File: src/rtl/seq_input_conditioner_pkg.sv
// Shared types and board defaults for the NEXT/IN input conditioning stage.
package seq_input_conditioner_pkg;

    typedef enum logic [1:0] {
        S_LOW  = 2'd0,
        S_RISE = 2'd1,
        S_HIGH = 2'd2,
        S_FALL = 2'd3
    } db_state_e;

    // 1,000,000 cycles is the default debounce window for the board build.
    localparam int BOARD_DEBOUNCE_CYCLES = 1000000;
    localparam int BOARD_SYNC_STAGES     = 2;
    localparam int BOARD_PRESS_W         = 8;

endpackage

File: src/rtl/seq_input_conditioner_debounce_ch.sv
// One input channel: synchroniser chain followed by a counting debounce FSM.
//
//   state  | meaning
//   S_LOW  | level 0, input stable low
//   S_RISE | level 0, input high, counting toward acceptance
//   S_HIGH | level 1, input stable high
//   S_FALL | level 1, input low, counting toward release
module debounce_ch
    import seq_input_conditioner_pkg::*;
#(
    parameter int DEBOUNCE_CYCLES = BOARD_DEBOUNCE_CYCLES,
    parameter int SYNC_STAGES     = BOARD_SYNC_STAGES,
    parameter int CNT_W           = $clog2(DEBOUNCE_CYCLES) + 1
) (
    input  logic clk,
    input  logic reset,
    input  logic raw,
    output logic level,
    output logic rise
);

    localparam logic [CNT_W-1:0] CNT_LAST = CNT_W'(DEBOUNCE_CYCLES - 1);

    logic [SYNC_STAGES-1:0] sync_q;
    logic                   s;
    db_state_e              state_q;
    logic [CNT_W-1:0]       cnt_q;
    logic                   level_q;
    logic                   expired;

    assign s       = sync_q[SYNC_STAGES-1];
    assign expired = (cnt_q == CNT_LAST);

    always_ff @(posedge clk or negedge reset) begin
        if (!reset) begin
            sync_q <= '0;
        end else begin
            sync_q <= {sync_q[SYNC_STAGES-2:0], raw};
        end
    end

    always_ff @(posedge clk or negedge reset) begin
        if (!reset) begin
            state_q <= S_LOW;
            cnt_q   <= '0;
            level_q <= 1'b0;
        end else begin
            case (state_q)
                S_LOW: begin
                    if (s) begin
                        state_q <= S_RISE;
                        cnt_q   <= CNT_W'(1);
                    end
                end
                S_RISE: begin
                    if (!s) begin
                        state_q <= S_LOW;
                        cnt_q   <= '0;
                    end else if (expired) begin
                        state_q <= S_HIGH;
                        cnt_q   <= '0;
                        level_q <= 1'b1;
                    end else begin
                        cnt_q <= cnt_q + CNT_W'(1);
                    end
                end
                S_HIGH: begin
                    if (!s) begin
                        state_q <= S_FALL;
                        cnt_q   <= CNT_W'(1);
                    end
                end
                S_FALL: begin
                    if (s) begin
                        state_q <= S_HIGH;
                        cnt_q   <= '0;
                    end else if (expired) begin
                        state_q <= S_LOW;
                        cnt_q   <= '0;
                        level_q <= 1'b0;
                    end else begin
                        cnt_q <= cnt_q + CNT_W'(1);
                    end
                end
                default: begin
                    state_q <= S_LOW;
                    cnt_q   <= '0;
                    level_q <= 1'b0;
                end
            endcase
        end
    end

    assign level = level_q;
    // Strobe for the acceptance edge; the top registers it so it lines up with level.
    assign rise  = (state_q == S_RISE) && s && expired;

endmodule

File: src/rtl/seq_input_conditioner.sv
// Conditions the NEXT button and IN switch for the sequence detector and
// produces a press pulse plus a wrapping press counter for NEXT.
module seq_input_conditioner
    import seq_input_conditioner_pkg::*;
#(
    parameter int DEBOUNCE_CYCLES = BOARD_DEBOUNCE_CYCLES,
    parameter int SYNC_STAGES     = BOARD_SYNC_STAGES,
    parameter int CNT_W           = $clog2(DEBOUNCE_CYCLES) + 1,
    parameter int PRESS_W         = BOARD_PRESS_W
) (
    input  logic               clk,
    input  logic               reset,
    input  logic               next_raw,
    input  logic               in_raw,
    output logic               next_level,
    output logic               next_pulse,
    output logic               in_level,
    output logic [PRESS_W-1:0] press_count
);

    logic               next_rise;
    logic               in_rise_unused;
    logic               next_pulse_q;
    logic [PRESS_W-1:0] press_q;

    debounce_ch #(
        .DEBOUNCE_CYCLES(DEBOUNCE_CYCLES),
        .SYNC_STAGES    (SYNC_STAGES),
        .CNT_W          (CNT_W)
    ) u_next (
        .clk  (clk),
        .reset(reset),
        .raw  (next_raw),
        .level(next_level),
        .rise (next_rise)
    );

    debounce_ch #(
        .DEBOUNCE_CYCLES(DEBOUNCE_CYCLES),
        .SYNC_STAGES    (SYNC_STAGES),
        .CNT_W          (CNT_W)
    ) u_in (
        .clk  (clk),
        .reset(reset),
        .raw  (in_raw),
        .level(in_level),
        .rise (in_rise_unused)
    );

    always_ff @(posedge clk or negedge reset) begin
        if (!reset) begin
            next_pulse_q <= 1'b0;
            press_q      <= '0;
        end else begin
            next_pulse_q <= next_rise;
            if (next_rise) begin
                press_q <= press_q + PRESS_W'(1);
            end
        end
    end

    assign next_pulse  = next_pulse_q;
    assign press_count = press_q;

endmodule

File: config.mk
export PLATFORM = sky130hd
export DESIGN_NAME = seq_input_conditioner
export DESIGN_NICKNAME = d
export VERILOG_FILES = /design/src/rtl/seq_input_conditioner_pkg.sv /design/src/rtl/seq_input_conditioner_debounce_ch.sv /design/src/rtl/seq_input_conditioner.sv
export SDC_FILE = /design/constraint.sdc
export NUM_CORES = 1
export LEC_CHECK = 0
export BUFFER_PORTS_ARGS = -buffer_cell sky130_fd_sc_hd__buf_2
export CAP_MARGIN = 20
export CORE_MARGIN = 2
export CORE_UTILIZATION = 40
export CTS_BUF_LIST = sky130_fd_sc_hd__clkbuf_8
export CTS_CLUSTER_DIAMETER = 80
export CTS_CLUSTER_SIZE = 8
export DETAILED_ROUTE_END_ITERATION = 10
export SLEW_MARGIN = 20
export SYNTH_ARGS = -nofsm -noshare
export SYNTH_HDL_FRONTEND = slang
export SYNTH_SLANG_ARGS = --single-unit
File: constraint.sdc
create_clock -name clk -period 5.41 [get_ports clk]
set_input_delay 0.541 -clock clk [delete_from_list [all_inputs] [get_ports clk]]
set_output_delay 0.541 -clock clk [all_outputs]
set_load 0.03 [all_outputs]
==> results of run 1 <==
layout make-up:
cell class | instances | area share (%)
multi-input cells | 246 | 43.63
flip-flops and latches | 61 | 43.52
clock buffers | 10 | 3.924
well taps | 102 | 3.639
repair buffers | 15 | 2.212
clock inverters | 6 | 1.998
inverters | 10 | 1.070
routing by layer:
metal,track usage (%),wire (um),up-vias
met1,21.60,3112,1226
met4,5.515,109,0
li1,-,-,1267
met2,27.94,3140,40
met3,4.915,220,12
met5,0,0,-
sequential cells by signal, summed over array words and instances (netlist names), 2 cells and up, named ones only:
signal	count
u_next.cnt_q	21
u_in.sync_q	2
press_count	8
u_next.sync_q	2
u_in.cnt_q	21
metrics by stage:
stage / worst slack (ps) / instances / hold WS [ps] / utilization [%] / power, uW
after global placement: 3097 / 434 / 331.6 / 42.70 / 918.2
after detailed placement: 3056 / 434 / 346.9 / 42.70 / 923.1
final: 3049 / 450 / 299.7 / 45.39 / 1334
after floorplan: 3253 / 335 / 245.4 / - / 858.9
after CTS: 3053 / 450 / 285.0 / 45.39 / 1353
after global routing: 2795 / 450 / 279.3 / 45.39 / 1431
cells in the final DEF, fill, tap and decap left out, types with 2 or more instances in the layout:
cell type	n
mux2_2	2
inv_1	10
o211ai_1	3
a21oi_2	4
nor2_1	15
o21ai_1	2
ha_1	3
nand4_1	12
xor2_1	4
nor3_1	6
or4_1	3
or3_1	9
clkinvlp_4	3
o21a_1	3
a21o_1	4
nor3_2	2
or2_2	3
a21oi_1	22
clkbuf_8	10
buf_2	14
inv_6	2
a41oi_1	8
nand2b_1	6
nand3_1	22
o21ai_0	13
and3_1	7
a31oi_1	29
dfrtp_1	61
nor4_1	4
xnor2_1	6
nand2_1	35
a22o_1	2
and4_1	3
cell families (layout without fill, tap and decap cells):
| kind of cell | count (synthesis) | in the layout |
|---|---|---|
| simple gates | 133 | 133 |
| compound gates | 96 | 96 |
| flops | 61 | 61 |
| buf+inv | 28 | 41 |
| xor+xnor | 10 | 10 |
| mux | 4 | 4 |
| fa+ha+maj | 3 | 3 |
worst min-delay path by stage:
stage | start | to | slack, ps | depth (start not counted)
floorplan | reset | async pin | 250 | 0
global placement | u_next.sync_q[0]$_DFF_PN0_ | u_next.sync_q[1]$_DFF_PN0_ | 330 | 0
detailed placement | u_in.sync_q[0]$_DFF_PN0_ | u_in.sync_q[1]$_DFF_PN0_ | 350 | 0
CTS | next_raw | u_next.sync_q[0]$_DFF_PN0_ | 280 | 1
global route | next_raw | u_next.sync_q[0]$_DFF_PN0_ | 280 | 1
finish | next_raw | u_next.sync_q[0]$_DFF_PN0_ | 300 | 1
report_power, final:
part           switching [uW]  leakage (uW)  internal [uW]
combinational             239      0.000549            127
clock                     196     0.0000955            228
sequential               48.4      0.000826            496
total                     483       0.00147            851
==> results.yml, run 1 <==
finish:
  regArea_mm2: 0.001526
  multi_input_area_mm2: 0.001530
  post_route_cells_drive_above_1_share_pct: 13.79
  area_growth_pct: 10.01
  fin_area_mm2: 0.003507
  diodes: 0
  layout.nets: 350
  fillers: 763
yosys:
  yosysTopAreaCell: "dfrtp_1"
  netlist.area_leader.share_pct: 47.88
  synth_top_family_by_area: "simple AND/OR/NAND/NOR gates"
  seq_area_frac_synth_pct: 47.88
  synth.area.top_cells: "dfrtp_1 (48%), a31oi_1 (5.7%), nand2_1 (4.1%), a21oi_1 (3.5%), nand3_1 (3.5%)"
  yosysWarnings: 0
  synth_compound_area_share_pct: 20.09
  synthArstFlopShare_pct: 100.0
  synth_edf_count: 0
  synth_area_per_cell_um2: 9.517
  yosys.area_share.adder_pct: 1.177
  ys.flop_type: "dfrtp_1"
  synth_common_cells: "dfrtp_1 (61), nand2_1 (35), a31oi_1 (29)"
  synth-xor-area-share_pct: 2.747
  ys_seq_elements: 61
  syn_nets: 342
  yosys.area_share.simple_pct: 22.61
  ys_types: 48
  synthCells: 335
  synth.most_common_cell: "dfrtp_1"
  synthMuxAreaShare_pct: 1.374
  synth_area_mm2: 0.003188
timing:
  setup_viol: 0
  tns_ps: 0
  slew_viol_final: 0
  rsz0062_at_grt: "no"
  fin_crit_ps: 2361
  hold_viol: 0
  fin_skew_ps: 5.644
  worst_slew_margin_rel_pct: 33.69
  period_share_pct: 43.64
  max_clock_freq_mhz: 423.5
  worstMarginPinSlew_ps: 994.6
clock_network:
  clkLatencyLatePin_ps: 340
  clk_path_buf_depth: 2
  cts_setup_buffers: 0
  cts_resized: 0
  htreeDepth: 3
  cts_hold_buf: 0
  cts.sinks: 61
  cts_made_buffers: 9
  path_clk_slew_ps: 80
  cts_tree: "yes"
  cts-root-buf: "clkbuf_8"
placed_design:
  hpwl_um: 4339
  placed_area_mm2: 0.003299
  gp_congestion: 0.8333
  portBuffers: 14
die:
  die_w_um: 93.28
  core.rowCount: 32
  die_area_mm2: 0.008700
  start_util_pct: 41.26
  coreArea_mm2: 0.007727
  ioPinCount: 15
  chipHeight_um: 93.28
detailed_routing:
  drc: 0
  vias: 2545
  via_per_inst: 5.656
  ant_nets: 0
  drtPass1Iterations: 4
  drtIter0Drc: 81
  post_drt_wl_per_cell_um: 14.63
  wirelength_um: 6583
critical_path:
  r2r-start: "u_in.cnt_q[0]$_DFFE_PN0P_"
  rrSetupSlack_ps: 3050
  cp_cell_sequence: "ha_1, inv_1, or3_1, o31a_1, a21o_1, a21o_1"
  cpMostUsedCell: "a21o_1"
  reg2reg_depth: 6
  cp.depth: 6
  worstSetupStartpointType: "flip-flop"
  max_stage_delay_ps: 590
  crit_family: "compound AO/OA/AOI/OAI gates"
  endpoint_kind: "flip-flop"
  crit_buf_inv: 1
  crit_fanout: 30
  crit_end: "u_in.cnt_q[3]$_DFFE_PN0P_"
  critPathKind: "reg2reg"
  cp.arrival_ps: 2590
  timing.rr.end: "u_in.cnt_q[3]$_DFFE_PN0P_"
  crit_start: "u_in.cnt_q[0]$_DFFE_PN0P_"
  critPathRequiredTime_ps: 5640
  slowest_stage: "o31a_1"
flow_run:
  drv_cap: 0
power_and_ir_drop:
  power_leakage_uw: 0.001470
  p_per_area_mw_per_mm2: 380.4
  vdd_drop_max_mv: 0.2697
global_route:
  grt.total_usage_pct: 17.01
  grt_overflow: 0
  antenna_found_initial: 0
  grt_pass1_wl_um: 11900
  grt_pass1_vias: 2535
  grt_max_degree: 62
status:
  status: "completed"
min_path:
  hold_path.class: "in2reg"
No activity file was read; power rests on OpenSTA's default activity.
==> run 2, diff against run 1 <==
- clock period: 5.41 -> 2.1 ns (I/O delays scaled with it)
==> results.yml, run 2 (synthesized netlist as in run 1, its figures left out) <==
min_path:
  hold_path.class: "reg2reg"
timing:
  rsz0062_at_grt: "yes"
  max_clock_freq_mhz: 497.7
  fin_hold_ws_ps: 349.1
  setup_viol: 0
  period_share_pct: 95.68
  slew_viol_final: 0
  hold_viol: 0
  tns_ps: 0
  fin_crit_ps: 2009
  worst_slew_margin_rel_pct: 63.20
  fin_skew_ps: 5.716
  worstMarginPinSlew_ps: 550.0
die:
  core.rowCount: 32
  coreArea_mm2: 0.007727
  chipHeight_um: 93.28
  die_w_um: 93.28
  start_util_pct: 41.26
  die_area_mm2: 0.008700
  ioPinCount: 15
global_route:
  grt_max_degree: 62
  antenna_found_initial: 0
  grt_pass1_vias: 2587
  grt_pass1_wl_um: 11690
  grt.total_usage_pct: 16.86
  grt_overflow: 0
power_and_ir_drop:
  vdd_drop_max_mv: 0.8081
  power_uw: 3650
  p_per_area_mw_per_mm2: 964.7
  power_leakage_uw: 0.001652
detailed_routing:
  post_drt_wl_per_cell_um: 14.35
  via_per_inst: 5.622
  wirelength_um: 6919
  ant_nets: 0
  drtPass1Iterations: 4
  drtIter0Drc: 104
  vias: 2710
  drc: 0
placed_design:
  portBuffers: 14
  hpwl_um: 4508
  gp_congestion: 0.7993
finish:
  fillers: 710
  layout.nets: 382
  post_route_cells_drive_above_1_share_pct: 20.26
  layout_commonest_cell: "dfrtp_1"
  final_util_pct: 48.96
  area_growth_pct: 18.68
  diodes: 0
  layout_common_cells: "dfrtp_1 (61), nand2_1 (35), a31oi_1 (29)"
critical_path:
  crit_fanout: 5
  critPathKind: "reg2reg"
  cp.arrival_ps: 2230
  worstSetupStartpointType: "flip-flop"
  endpoint_kind: "flip-flop"
  critPathRequiredTime_ps: 2320
flow_run:
  drv_cap: 0
clock_network:
  htreeDepth: 3
  cts-root-buf: "clkbuf_8"
  cts_tree: "yes"
  cts.sinks: 61
  path_clk_slew_ps: 70
  clkLatencyLatePin_ps: 340
  cts_made_buffers: 9
  clk_path_buf_depth: 2
status:
  status: "completed"
## run 2: cell count changes in the layout (fill, tap and decap cells not counted), sizes merged
cell	change
buf	+28
bufinv	+1
clkbuf	-1
clkinv	+3
clkinvlp	-3
dlygate4sd3	+3
o21ba	+1
## run 2: final cells by class
class	count	area, um2	share of cell area, %
multi-input combinational	247	1555	41.10
sequential	61	1526	40.34
timing repair buffer	46	330.3	8.730
tap	102	127.6	3.373
clock buffer	9	123.9	3.274
clock inverter	7	82.58	2.183
inverter	10	37.54	0.9921
## run 2: worst paths after layout
check	startpoint	endpoint	slack, ps	depth (start not counted)
worst max-delay path	u_next.cnt_q[1]$_DFFE_PN0P_	press_count[5]$_DFFE_PN0P_	90	6
worst min-delay path	u_in.sync_q[0]$_DFF_PN0_	u_in.sync_q[1]$_DFF_PN0_	350	0
worst max register to register	u_next.cnt_q[1]$_DFFE_PN0P_	press_count[5]$_DFFE_PN0P_	90	6
worst min register to register	u_in.sync_q[0]$_DFF_PN0_	u_in.sync_q[1]$_DFF_PN0_	350	0
max in group asynchronous	reset	u_next.cnt_q[14]$_DFFE_PN0P_	1410	3
min in group asynchronous	reset	u_in.level$_DFFE_PN0P_	390	3
## run 2: worst max-delay path, cell delays in order, from the launching register on
cell     delay (ps)
dfrtp_1         360
ha_2            220
nand3_4          80
or4_4           600
nor4_4          360
nand3_1         140
xnor2_1         140
## run 2: through the flow
step                      setup WS (ps)  instance area, um2  instances
after floorplan                   8.054                3203        335
after global placement            91.55                3522        460
after detailed placement          66.88                3522        460
after CTS                         55.64                3759        479
after global routing             -38.46                3784        482
final                             90.82                3784        482
## run 2: power breakdown
| part | internal (uW) | switching (uW) | total (uW) |
|---|---|---|---|
| logic | 447 | 697 | 1140 |
| clock network | 653 | 453 | 1110 |
| registers | 1280 | 119 | 1400 |
| total | 2380 | 1270 | 3650 |
## run 2: timing repair
item | in CTS | in global routing
endpoints found under the hold margin | 63 | 0
hold buffers | 3 | 0
gates resized for setup | 0 | 0
endpoints found under the setup margin | 0 | 10
buffers inserted | 0 | 2
## run 2: per-layer routing
metal,vias up,GRT usage [%],part of all wire (%)
met3,8,5.238,4.0
met4,0,5.515,1.0
met5,-,0,0
met2,57,27.16,48
li1,1338,-,-
met1,1307,21.62,47
==> run 3, diff against run 2 <==
- CORE_ASPECT_RATIO: default -> 0.6
==> results.yml, run 3 (synthesized netlist as in run 1, its figures left out) <==
status:
  status: "finished with violations"
  violations: "setup timing"
timing:
  max_clock_freq_mhz: 474.8
  worstMarginPinSlew_ps: 526.8
  slew_viol_final: 0
  rsz0062_at_grt: "yes"
  worst_slew_margin_rel_pct: 64.75
  period_share_pct: 100.3
  hold_viol: 0
  fin_skew_ps: 11.69
  worst_slack_ps: -6.362
  setup_viol: 2
  fin_crit_ps: 2106
  tns_ps: -9.011
placed_design:
  portBuffers: 14
  hpwl_um: 5163
  placed_area_mm2: 0.003590
  place_inst: 474
  gp_congestion: 0.8028
die:
  die_w_um: 119.3
  core.rowCount: 25
  die_area_mm2: 0.008724
  chipHeight_um: 73.15
  start_util_pct: 40.93
  ioPinCount: 15
  coreArea_mm2: 0.007789
clock_network:
  htreeDepth: 3
  path_clk_slew_ps: 70
  cts-root-buf: "clkbuf_8"
  cts_made_buffers: 9
  cts.sinks: 61
  clk_path_buf_depth: 2
  cts_tree: "yes"
  clkLatencyLatePin_ps: 350
power_and_ir_drop:
  power_leakage_uw: 0.001731
  p_per_area_mw_per_mm2: 954.9
  vdd_drop_max_mv: 0.6152
min_path:
  hold_path_depth: 0
  min_to: "u_next.sync_q[1]$_DFF_PN0_"
  hold_path.class: "reg2reg"
  min-delay-start: "u_next.sync_q[0]$_DFF_PN0_"
critical_path:
  endpoint_kind: "flip-flop"
  crit_buf_inv: 1
  worstSetupStartpointType: "flip-flop"
  critPathKind: "reg2reg"
  reg2reg_depth: 7
  crit_start: "u_next.cnt_q[0]$_DFFE_PN0P_"
  slowest_stage: "or4_4"
  r2r-start: "u_next.cnt_q[0]$_DFFE_PN0P_"
  rrSetupSlack_ps: -6
  max_stage_delay_ps: 610
  crit_fanout: 6
  cp.arrival_ps: 2340
  crit_family: "simple AND/OR/NAND/NOR gates"
  cp_cell_sequence: "ha_4, nand3_4, or4_4, nor4_4, buf_4, nand3_2, xnor2_1"
  timing.rr.end: "press_count[4]$_DFFE_PN0P_"
  critPathRequiredTime_ps: 2330
detailed_routing:
  via_per_inst: 5.586
  wirelength_um: 7741
  drtIter0Drc: 217
  drtPass1Iterations: 5
  post_drt_wl_per_cell_um: 15.42
  wl_met3_um: 630
  ant_nets: 0
  top_layer: "met4"
  routedLengthMet1_um: 4118
  wl_met2_um: 2952
  drc: 0
  vias: 2804
finish:
  layout_common_cells: "dfrtp_1 (61), buf_4 (40), nand2_1 (35)"
  diodes: 0
  fillers: 705
  area_growth_pct: 23.90
  layout.nets: 396
  layout_commonest_cell: "dfrtp_1"
  post_route_cells_drive_above_1_share_pct: 24.62
  regArea_mm2: 0.001526
  fin_cells: 502
  multi_input_area_mm2: 0.001612
  fin_area_mm2: 0.003950
global_route:
  grt_max_degree: 62
  grt_pass1_vias: 2435
  grt.total_usage_pct: 18.93
  grt_pass1_wl_um: 12680
  grt_overflow: 0
  antenna_found_initial: 0
flow_run:
  drv_cap: 0
-- run 3: cell types whose count changed in the layout (fill, tap and decap cells not counted), sizes merged --
cell      before  now
buf           43   56
clkinvlp       0    3
clkbuf         9   10
o21ba          2    3
clkinv         3    0
bufinv         2    1
-- run 3: area by class of cell --
class / instances / share of cell area, %
clock buffers: 10 / 3.484
clock inverters: 6 / 1.774
inverters: 10 / 0.9503
multi-input cells: 248 / 40.80
flip-flops and latches: 61 / 38.64
well taps: 108 / 3.421
repair buffers: 59 / 10.93
-- run 3: timing repair --
action / in CTS / in global routing
endpoints found under the setup margin: 0 / 18
setup buffers: 0 / 7
resized for setup: 0 / 8
hold endpoints to repair: 63 / 0
hold buffers: 3 / 0
-- run 3: layer usage --
metal	vias to the layer above	track usage, %
li1	1372	-
met1	1320	30.41
met2	105	22.92
met3	7	6.719
met4	0	5.159
met5	-	0
-- run 3: through the flow --
step           total power, uW  worst slack (ps)  utilization, %  hold WS (ps)
2_1_floorplan             2226             8.054               -        -85.59
3_3_place_gp              2557             83.65           46.09         250.9
3_5_place_dp              2572             23.09           46.09         245.4
4_1_cts                   3692             8.651           49.14         353.4
5_1_grt                   4001            -97.85           50.71         362.8
6_report                  3772            -6.362           50.71         350.7
-- run 3: how the worst max path moves through the flow --
stage                                         to  slack [ps]  cells past startpoint
CTS                 u_next.cnt_q[20]$_DFFE_PN0P_           9                      6
global placement     u_next.cnt_q[9]$_DFFE_PN0P_          80                      6
finish                press_count[4]$_DFFE_PN0P_          -6                      7
detailed placement   u_next.cnt_q[3]$_DFFE_PN0P_          20                      6
global route          press_count[4]$_DFFE_PN0P_        -100                      7
floorplan           u_next.cnt_q[15]$_DFFE_PN0P_           8                      8
-- run 3: report_power, final --
group | internal (uW) | total [uW] | switching, uW
logic | 517 | 1270 | 756
registers | 1280 | 1400 | 119
clock network | 588 | 1100 | 514
